## config.mk

```make
export PLATFORM = sky130hd
export DESIGN_NAME = ddr_port_arbiter
export DESIGN_NICKNAME = d
export VERILOG_FILES = /design/src/rtl/ddr_arb_pkg.sv /design/src/rtl/ddr_req_slot.sv /design/src/rtl/ddr_port_arbiter.sv
export SDC_FILE = /design/constraint.sdc
export NUM_CORES = 1
export LEC_CHECK = 0
export ABC_AREA = 1
export BUFFER_PORTS_ARGS = -buffer_cell sky130_fd_sc_hd__buf_4
export CORE_UTILIZATION = 25
export DETAILED_ROUTE_END_ITERATION = 12
export PLACE_DENSITY = 0.43
export SYNTH_ARGS = -nofsm -noshare
export SYNTH_HDL_FRONTEND = slang
export SYNTH_HIERARCHICAL = 1
export SYNTH_SLANG_ARGS = --single-unit
```

## constraint.sdc

```tcl
create_clock -name clk -period 5 [get_ports clk]
set_input_delay 0.25 -clock clk [delete_from_list [all_inputs] [get_ports clk]]
set_output_delay 0.25 -clock clk [all_outputs]
set_load 0.02 [all_outputs]
```

## src/rtl/ddr_arb_pkg.sv

```systemverilog
// rtl/ddr_arb_pkg.sv - shared constants, FSM state and request-slot types for the DDR port arbiter
//   ADDR_W : byte address width of the cache/DDR address space
//   LINE_W : cache line width in bits
//   OFFS_W : byte-offset bits inside a line (line address = addr[ADDR_W-1:OFFS_W])
package ddr_arb_pkg;

  localparam int ADDR_W = 27;
  localparam int LINE_W = 128;
  localparam int OFFS_W = 4;

  typedef enum logic [2:0] {
    IDLE,
    ISSUE_RD,
    WAIT_RD,
    ISSUE_WR,
    WAIT_WR
  } state_t;

  typedef struct packed {
    logic              pend;
    logic [ADDR_W-1:0] addr;
    logic [LINE_W-1:0] data;
  } req_t;

  function automatic logic same_line(input logic [ADDR_W-1:0] a, input logic [ADDR_W-1:0] b);
    return a[ADDR_W-1:OFFS_W] == b[ADDR_W-1:OFFS_W];
  endfunction

endpackage

```

## src/rtl/ddr_req_slot.sv

```systemverilog
// rtl/ddr_req_slot.sv - single-entry request holding slot with pending flag and overflow detect
//   clk, rstn : clock, asynchronous active-low reset
//   i_en      : 1-cycle request pulse; captures i_addr/i_data when the slot is free
//   i_addr    : request address
//   i_data    : request line (stored only when HAS_DATA=1, otherwise stored as 0)
//   i_clr     : transaction for this slot completes at this edge
//   o_req     : held request {pend, addr, data}
//   o_ovf     : request arrived while the slot is still occupied (request dropped)
module ddr_req_slot
  import ddr_arb_pkg::*;
#(
  parameter bit HAS_DATA = 1'b1
) (
  input  logic              clk,
  input  logic              rstn,
  input  logic              i_en,
  input  logic [ADDR_W-1:0] i_addr,
  input  logic [LINE_W-1:0] i_data,
  input  logic              i_clr,
  output req_t              o_req,
  output logic              o_ovf
);

  req_t r_req;
  logic w_busy;

  // A slot being cleared on this edge counts as free, so a back-to-back refill is accepted.
  assign w_busy = r_req.pend && !i_clr;
  assign o_ovf  = i_en && w_busy;
  assign o_req  = r_req;

  always_ff @(posedge clk or negedge rstn) begin
    if (!rstn) begin
      r_req <= '0;
    end else if (i_en && !w_busy) begin
      r_req.pend <= 1'b1;
      r_req.addr <= i_addr;
      r_req.data <= HAS_DATA ? i_data : '0;
    end else if (i_clr) begin
      r_req.pend <= 1'b0;
    end
  end

endmodule

```

## src/rtl/ddr_port_arbiter.sv

```systemverilog
// rtl/ddr_port_arbiter.sv - serialises cache fill and write-back requests onto one DDR command port
//   Build option: ARB_RR_EN - alternate read/write grants when both are pending without a line hazard;
//   without it reads have fixed priority. Same-line write-back always goes before the fill.
//   clk, rstn             : clock, asynchronous active-low reset
//   cache2DDR_rd_*        : fill request (addr, en); DDR2cache_rd_fin/rd_data return the line
//   cache2DDR_wr_*        : write-back request (addr, data, en); DDR2cache_wr_fin on commit
//   ddr_cmd_*/ddr_wr_data : single command port towards the DDR controller (valid/ready)
//   ddr_rd_valid/rd_data  : read line returned; ddr_wr_done : write committed
//   arb_err               : sticky protocol-violation flag
module ddr_port_arbiter
  import ddr_arb_pkg::*;
(
  input  logic              clk,
  input  logic              rstn,
  input  logic [ADDR_W-1:0] cache2DDR_rd_addr,
  input  logic              cache2DDR_rd_en,
  output logic              DDR2cache_rd_fin,
  output logic [LINE_W-1:0] DDR2cache_rd_data,
  input  logic [ADDR_W-1:0] cache2DDR_wr_addr,
  input  logic [LINE_W-1:0] cache2DDR_wr_data,
  input  logic              cache2DDR_wr_en,
  output logic              DDR2cache_wr_fin,
  output logic              ddr_cmd_valid,
  input  logic              ddr_cmd_ready,
  output logic              ddr_cmd_wr,
  output logic [ADDR_W-1:0] ddr_cmd_addr,
  output logic [LINE_W-1:0] ddr_wr_data,
  input  logic              ddr_rd_valid,
  input  logic [LINE_W-1:0] ddr_rd_data,
  input  logic              ddr_wr_done,
  output logic              arb_err
);

  localparam logic [ADDR_W-1:0] LINE_MASK = {{(ADDR_W-OFFS_W){1'b1}}, {OFFS_W{1'b0}}};

  state_t            r_state, w_next;
  req_t              w_rd, w_wr;
  logic              w_rd_ovf, w_wr_ovf, w_rd_clr, w_wr_clr;
  logic              w_hazard, w_contested, w_rr_wr, w_grant_wr;
  logic              w_valid, w_cmd_wr;
  logic [ADDR_W-1:0] w_sel_addr;
  logic              r_rd_fin, r_wr_fin, r_err;
  logic [LINE_W-1:0] r_rd_data;

  assign w_rd_clr = (r_state == WAIT_RD) && ddr_rd_valid;
  assign w_wr_clr = (r_state == WAIT_WR) && ddr_wr_done;

  ddr_req_slot #(.HAS_DATA(1'b0)) u_rd_slot (
    .clk    (clk),
    .rstn   (rstn),
    .i_en   (cache2DDR_rd_en),
    .i_addr (cache2DDR_rd_addr),
    .i_data ('0),
    .i_clr  (w_rd_clr),
    .o_req  (w_rd),
    .o_ovf  (w_rd_ovf)
  );

  ddr_req_slot #(.HAS_DATA(1'b1)) u_wr_slot (
    .clk    (clk),
    .rstn   (rstn),
    .i_en   (cache2DDR_wr_en),
    .i_addr (cache2DDR_wr_addr),
    .i_data (cache2DDR_wr_data),
    .i_clr  (w_wr_clr),
    .o_req  (w_wr),
    .o_ovf  (w_wr_ovf)
  );

  assign w_hazard    = w_rd.pend && w_wr.pend && same_line(w_rd.addr, w_wr.addr);
  assign w_contested = w_rd.pend && w_wr.pend && !w_hazard;

`ifdef ARB_RR_EN
  // Remembers the winner of the last contested grant; starts as "write" so the first one goes to the read.
  logic r_last_wr;
  assign w_rr_wr = !r_last_wr;
  always_ff @(posedge clk or negedge rstn) begin
    if (!rstn) begin
      r_last_wr <= 1'b1;
    end else if (r_state == IDLE && w_contested) begin
      r_last_wr <= w_grant_wr;
    end
  end
`else
  assign w_rr_wr = 1'b0;
`endif

  assign w_grant_wr = w_wr.pend && (!w_rd.pend || w_hazard || (w_contested && w_rr_wr));

  // IDLE already presents the granted command, so a request can go out the cycle after capture and an
  // immediate accept skips ISSUE_x; ISSUE_x freezes the grant while the controller holds off ready.
  always_comb begin
    w_next   = r_state;
    w_valid  = 1'b0;
    w_cmd_wr = 1'b0;
    case (r_state)
      IDLE: begin
        if (w_rd.pend || w_wr.pend) begin
          w_valid  = 1'b1;
          w_cmd_wr = w_grant_wr;
          if (ddr_cmd_ready) w_next = w_grant_wr ? WAIT_WR : WAIT_RD;
          else               w_next = w_grant_wr ? ISSUE_WR : ISSUE_RD;
        end
      end
      ISSUE_RD: begin
        w_valid = 1'b1;
        if (ddr_cmd_ready) w_next = WAIT_RD;
      end
      ISSUE_WR: begin
        w_valid  = 1'b1;
        w_cmd_wr = 1'b1;
        if (ddr_cmd_ready) w_next = WAIT_WR;
      end
      WAIT_RD: if (ddr_rd_valid) w_next = IDLE;
      WAIT_WR: if (ddr_wr_done) w_next = IDLE;
      default: w_next = IDLE;
    endcase
  end

  // The read slot stores zero data, so selecting it drives zero write data on read commands.
  assign w_sel_addr    = w_cmd_wr ? w_wr.addr : w_rd.addr;
  assign ddr_cmd_valid = w_valid;
  assign ddr_cmd_wr    = w_cmd_wr;
  assign ddr_cmd_addr  = w_valid ? (w_sel_addr & LINE_MASK) : '0;
  assign ddr_wr_data   = w_valid ? (w_cmd_wr ? w_wr.data : w_rd.data) : '0;

  always_ff @(posedge clk or negedge rstn) begin
    if (!rstn) begin
      r_state   <= IDLE;
      r_rd_fin  <= 1'b0;
      r_wr_fin  <= 1'b0;
      r_rd_data <= '0;
      r_err     <= 1'b0;
    end else begin
      r_state  <= w_next;
      r_rd_fin <= w_rd_clr;
      r_wr_fin <= w_wr_clr;
      if (w_rd_clr) r_rd_data <= ddr_rd_data;
      if (w_rd_ovf || w_wr_ovf || (ddr_rd_valid && !w_rd_clr) || (ddr_wr_done && !w_wr_clr)) begin
        r_err <= 1'b1;
      end
    end
  end

  assign DDR2cache_rd_fin  = r_rd_fin;
  assign DDR2cache_wr_fin  = r_wr_fin;
  assign DDR2cache_rd_data = r_rd_data;
  assign arb_err           = r_err;

endmodule

```

==> results of run 1 <==
[where the power goes]
| part | leakage [uW] | switching (uW) | internal (uW) |
|---|---|---|---|
| clock network | 0.000699 | 1200 | 1900 |
| registers | 0.00388 | 710 | 3650 |
| logic | 0.00946 | 5190 | 3100 |
[state kept, by name (all words and copies together) (netlist names)]
signal,cells
u_rd_slot/o_req,24
u_wr_slot/o_req,152
arb_err,1
DDR2cache_wr_fin,1
DDR2cache_rd_fin,1
r_state,3
DDR2cache_rd_data,128
[worst max-delay path, stage by stage, from the launching register on]
cell     delay (ns)
dfrtp_1        0.39
inv_1          0.05
nand2_1        0.05
nand2_1        0.05
nor2_1         0.15
nand2_1        0.10
nor2_1         0.13
nand3_1        0.14
nand2_1        0.13
nand3_4        0.43
buf_12         0.40
a21oi_1        0.55
nor2_1         0.09
buf_4          0.17
[layer usage]
metal,share of wire,GRT usage
met1,0.42,0.223
met2,0.49,0.315
met3,0.073,0.0538
met4,0.024,0.0534
met5,0.0012,0
[final cells by class]
cell class                 instances  area, sq um  share of cell area
antenna                            5         12.5            0.000481
clock buffer                      54         1170              0.0449
clock inverter                    18          230             0.00886
inverter                         183          688              0.0265
multi-input combinational       1765         7330               0.282
sequential                       310         7760               0.298
tap                              873         1090              0.0420
timing repair buffer             916         7710               0.297
[final timing paths]
| check | start | endpoint | slack (ns) | depth (start not counted) |
|---|---|---|---|---|
| max | u_wr_slot/o_req[133] | ddr_wr_data[16] | 0.97 | 13 |
| min | cache2DDR_rd_en | u_rd_slot/o_req[146] | 0.10 | 3 |
| max reg2reg | r_state[0] | DDR2cache_rd_data[118] | 1.62 | 7 |
| min reg2reg | u_wr_slot/o_req[84] | u_wr_slot/o_req[84] | 0.47 | 2 |
| max in group asynchronous | rstn | DDR2cache_rd_data[11] | 3.31 | 3 |
| min in group asynchronous | rstn | DDR2cache_rd_data[103] | 0.36 | 2 |
[metrics by stage]
step,total power (uW),hold slack [ns]
2_1_floorplan,9140,-0.0456
3_3_place_gp,12500,0.404
3_5_place_dp,12600,0.408
4_1_cts,16000,0.0626
5_1_grt,17000,0.106
6_report,15700,0.102
==> results.json, run 1 <==
{
  "final_cell_mix": "nand2_1 (960), buf_4 (604), nand3_1 (327)",
  "worstSetupPathType": "flip-flop to output port",
  "grt_max_degree": 227,
  "rsz0062_at_grt": "no",
  "clock_skew_ns": 0.0154,
  "ios": 605,
  "worst_pin_slew_ns": 1.25,
  "dpl-instance-area_sq_um": 21500,
  "clock_sinks": 310,
  "cts_tree": "done",
  "place_congestion": 0.775,
  "syn-cell-area_sq_um": 17200,
  "layout_commonest_cell": "nand2_1",
  "dp_slack_ns": 1.53,
  "setup_slack_ns": 0.965,
  "fp.dieW_um": 264,
  "cp-end-kind": "output port",
  "fillers": 7082,
  "cts_max_path_buffers": 3,
  "drive_above_1_share": 0.211,
  "arrival_ns": 3.78,
  "antenna_left": 0,
  "ctsResizeCount": 0,
  "yosysWarnings": 6,
  "fin_nets": 3535,
  "drv_cap": 0,
  "area_growth_pct": 51.0,
  "placed_cells": 3741,
  "finalSetupTns_ns": 0,
  "drc": 0,
  "power_density_nw_per_um2": 606,
  "cts_setup_buffers": 0,
  "cts_max_level": 2,
  "ir_drop_mv": 0.482,
  "fin_util": 0.384,
  "avgSynthCellArea_sq_um": 7.08,
  "routed_wl_um": 65300,
  "instances_no_fill": 4124,
  "status": "finished, final reports clean",
  "cp_max_fo": 226,
  "vias": 17600,
  "max_clock_freq_mhz": 248,
  "dieArea_sq_um": 69900,
  "syn_inst": 2429,
  "slew_violations": 0,
  "clkLatencyLatePin_ns": 0.56,
  "port_buffers": 592,
  "drt_iter0_drc": 978,
  "core_area_sq_um": 67600,
  "drtPass1Iterations": 5,
  "grt_util_all_layers": 0.184,
  "postCtsHoldBufs": 306,
  "numCtsBuffers": 41,
  "period_share": 0.807,
  "hold_viol_final": 0,
  "wl_per_cell_um": 15.8,
  "required_ns": 4.75,
  "grt_overflow": 0,
  "antenna_found_initial": 13,
  "setup_viol": 0,
  "power.leakage_uw": 0.0140,
  "start_kind": "flip-flop",
  "rows": 95,
  "min_path_type": "input pin to flip-flop",
  "start_util": 0.254,
  "post_drt_via_cell_ratio": 4.27,
  "die_h_um": 264,
  "finalCriticalPeriod_ns": 4.03,
  "clockRootBuffer": "clkbuf_16",
  "slew_headroom": 0.166,
  "grt_pass1_vias": 17900,
  "clkTransAtPathRegs_ns": 0.06,
  "dpl.hpwl_um": 42200,
  "grt_pass1_wl_um": 102000,
  "final_cell_area_sq_um": 26000
}
Note: power is estimated with default switching activity, not from simulation.
==> inputs of run 2 (changes only) <==
ABC_AREA = 0   (was 1)
clock period = 3.87 ns   (was 5 ns; I/O delays follow)
==> run 2 against run 1 <==
Setup slack got worse by 0.63 ns. Core utilization grew 1.3 points. Die area decreased by 4.3%. Combinational power is 29% higher. Critical path depth is 5 lower. Sequential power increased by 34%. Count of clock-buffer cells in the layout up 9. Flip-flop and latch count unchanged. Final area fell by 0.81%. First-iteration DRC count fell by 65%. Clock power grew 30%. Critical path type unchanged. Largest power group unchanged.
==> results.json, run 2 <==
{
  "status": "finished, final reports clean",
  "slew_violations": 0,
  "slew_headroom": 0.350,
  "start_util": 0.254,
  "wl_per_cell_um": 17.3,
  "ctsResizeCount": 0,
  "place_congestion": 0.776,
  "period_share": 0.913,
  "max_clock_freq_mhz": 283,
  "drive_above_1_share": 0.437,
  "rrSetupSlack_ns": 1.22,
  "grt_pass1_wl_um": 81800,
  "grt_util_all_layers": 0.159,
  "cp_max_fo": 36,
  "fp.dieW_um": 259,
  "ir_drop_mv": 0.507,
  "drc": 0,
  "ios": 605,
  "cts_tree": "done",
  "rr_endpoint": "u_wr_slot/o_req[89]",
  "grt_pass1_vias": 13300,
  "vias": 12300,
  "port_buffers": 592,
  "r2r-start": "r_state[0]",
  "reg2reg_depth": 6,
  "syn_inst": 1343,
  "start_kind": "flip-flop",
  "dpl.hpwl_um": 38200,
  "clock_sinks": 310,
  "worst_pin_slew_ns": 0.975,
  "clkTransAtPathRegs_ns": 0.06,
  "cts_max_path_buffers": 3,
  "avgSynthCellArea_sq_um": 12.3,
  "grt_overflow": 0,
  "hold_viol_final": 0,
  "fin_nets": 2553,
  "power.leakage_uw": 0.0139,
  "dieArea_sq_um": 66900,
  "cp-end-kind": "output port",
  "final_cell_mix": "buf_4 (600), dfrtp_1 (310), dlygate4sd3_1 (309)",
  "area_growth_pct": 56.6,
  "numCtsBuffers": 42,
  "min_path_type": "input pin to async pin",
  "rsz0062_at_grt": "no",
  "drt_iter0_drc": 344,
  "fin_util": 0.398,
  "required_ns": 3.68,
  "worstSetupPathType": "flip-flop to output port",
  "syn-cell-area_sq_um": 16500,
  "clock_skew_ns": 0.0161,
  "drtPass1Iterations": 4,
  "largest_register_ffs": 152,
  "clkLatencyLatePin_ns": 0.56,
  "layout_commonest_cell": "buf_4",
  "setup_viol": 0,
  "arrival_ns": 3.34,
  "antenna_found_initial": 6,
  "die_h_um": 259,
  "core_area_sq_um": 64800,
  "rows": 93,
  "antenna_left": 0,
  "finalSetupTns_ns": 0,
  "clockRootBuffer": "clkbuf_16",
  "post_drt_via_cell_ratio": 3.94,
  "cts_max_level": 2,
  "power_density_nw_per_um2": 797,
  "drv_cap": 0,
  "grt_max_degree": 94,
  "cts_setup_buffers": 0,
  "yosysWarnings": 6,
  "finalCriticalPeriod_ns": 3.53,
  "routed_wl_um": 54000
}
-- run 2: worst max-delay path: stages (launching register included) --
cell and delay [ns]:
dfrtp_1 0.40, xor2_1 0.17, nor4_1 0.49, nand4_1 0.27, o21ba_4 0.52, buf_12 0.32, buf_12 0.19, mux2i_1 0.20
buf_4 0.18
-- run 2: layer usage --
layer	vias up	wire length [um]	global-route usage
met1	5933	22100	0.190
met3	78	3440	0.0419
met5	-	13	0
li1	5915	-	-
met2	387	27200	0.276
met4	2	1280	0.0487
-- run 2: worst max path at each step --
stage,cells after the start,slack (ns),from,to
floorplan,9,1.72,r_state[2],u_rd_slot/o_req[138]
detailed placement,7,0.71,u_wr_slot/o_req[152],ddr_cmd_addr[5]
finish,8,0.34,u_wr_slot/o_req[147],ddr_wr_data[53]
global route,8,0.12,u_wr_slot/o_req[152],ddr_wr_data[53]
global placement,7,0.77,u_wr_slot/o_req[152],ddr_cmd_addr[5]
CTS,7,0.09,u_wr_slot/o_req[152],ddr_cmd_addr[5]
-- run 2: final cells by class --
cell class,count,area [sq um]
diodes,3,7.51
clock buffers,63,1300
fillers,6226,39000
flip-flops and latches,310,7760
inverters,157,589
repair buffers,919,7790
multi-input cells,805,7130
clock inverters,11,133
well taps,855,1070
-- run 2: where the power goes --
part	internal (uW)	total, uW	leakage [uW]	switching [uW]
combinational	5270	10700	0.00950	5420
clock	2460	4030	0.000707	1570
sequential	4850	5850	0.00373	995
total	12600	20600	0.0139	7980
-- run 2: stage by stage --
| step | hold WS [ns] | cell area (sq um) | total power, uW | setup WS, ns | std cells |
|---|---|---|---|---|---|
| floorplan | -0.102 | 17000 | 12300 | 1.72 | 1473 |
| global placement | 0.281 | 21200 | 16400 | 0.767 | 2737 |
| detailed placement | 0.277 | 21200 | 16500 | 0.714 | 2737 |
| CTS | 0.256 | 25800 | 20900 | 0.0911 | 3120 |
| global route | 0.299 | 25800 | 21800 | 0.120 | 3123 |
| finish | 0.239 | 25800 | 20600 | 0.336 | 3123 |
-- run 2: timing repair --
| action | in CTS | in global routing |
|---|---|---|
| setup endpoints to repair | 0 | 0 |
| hold buffers | 309 | 0 |
| endpoints found under the hold margin | 386 | 0 |
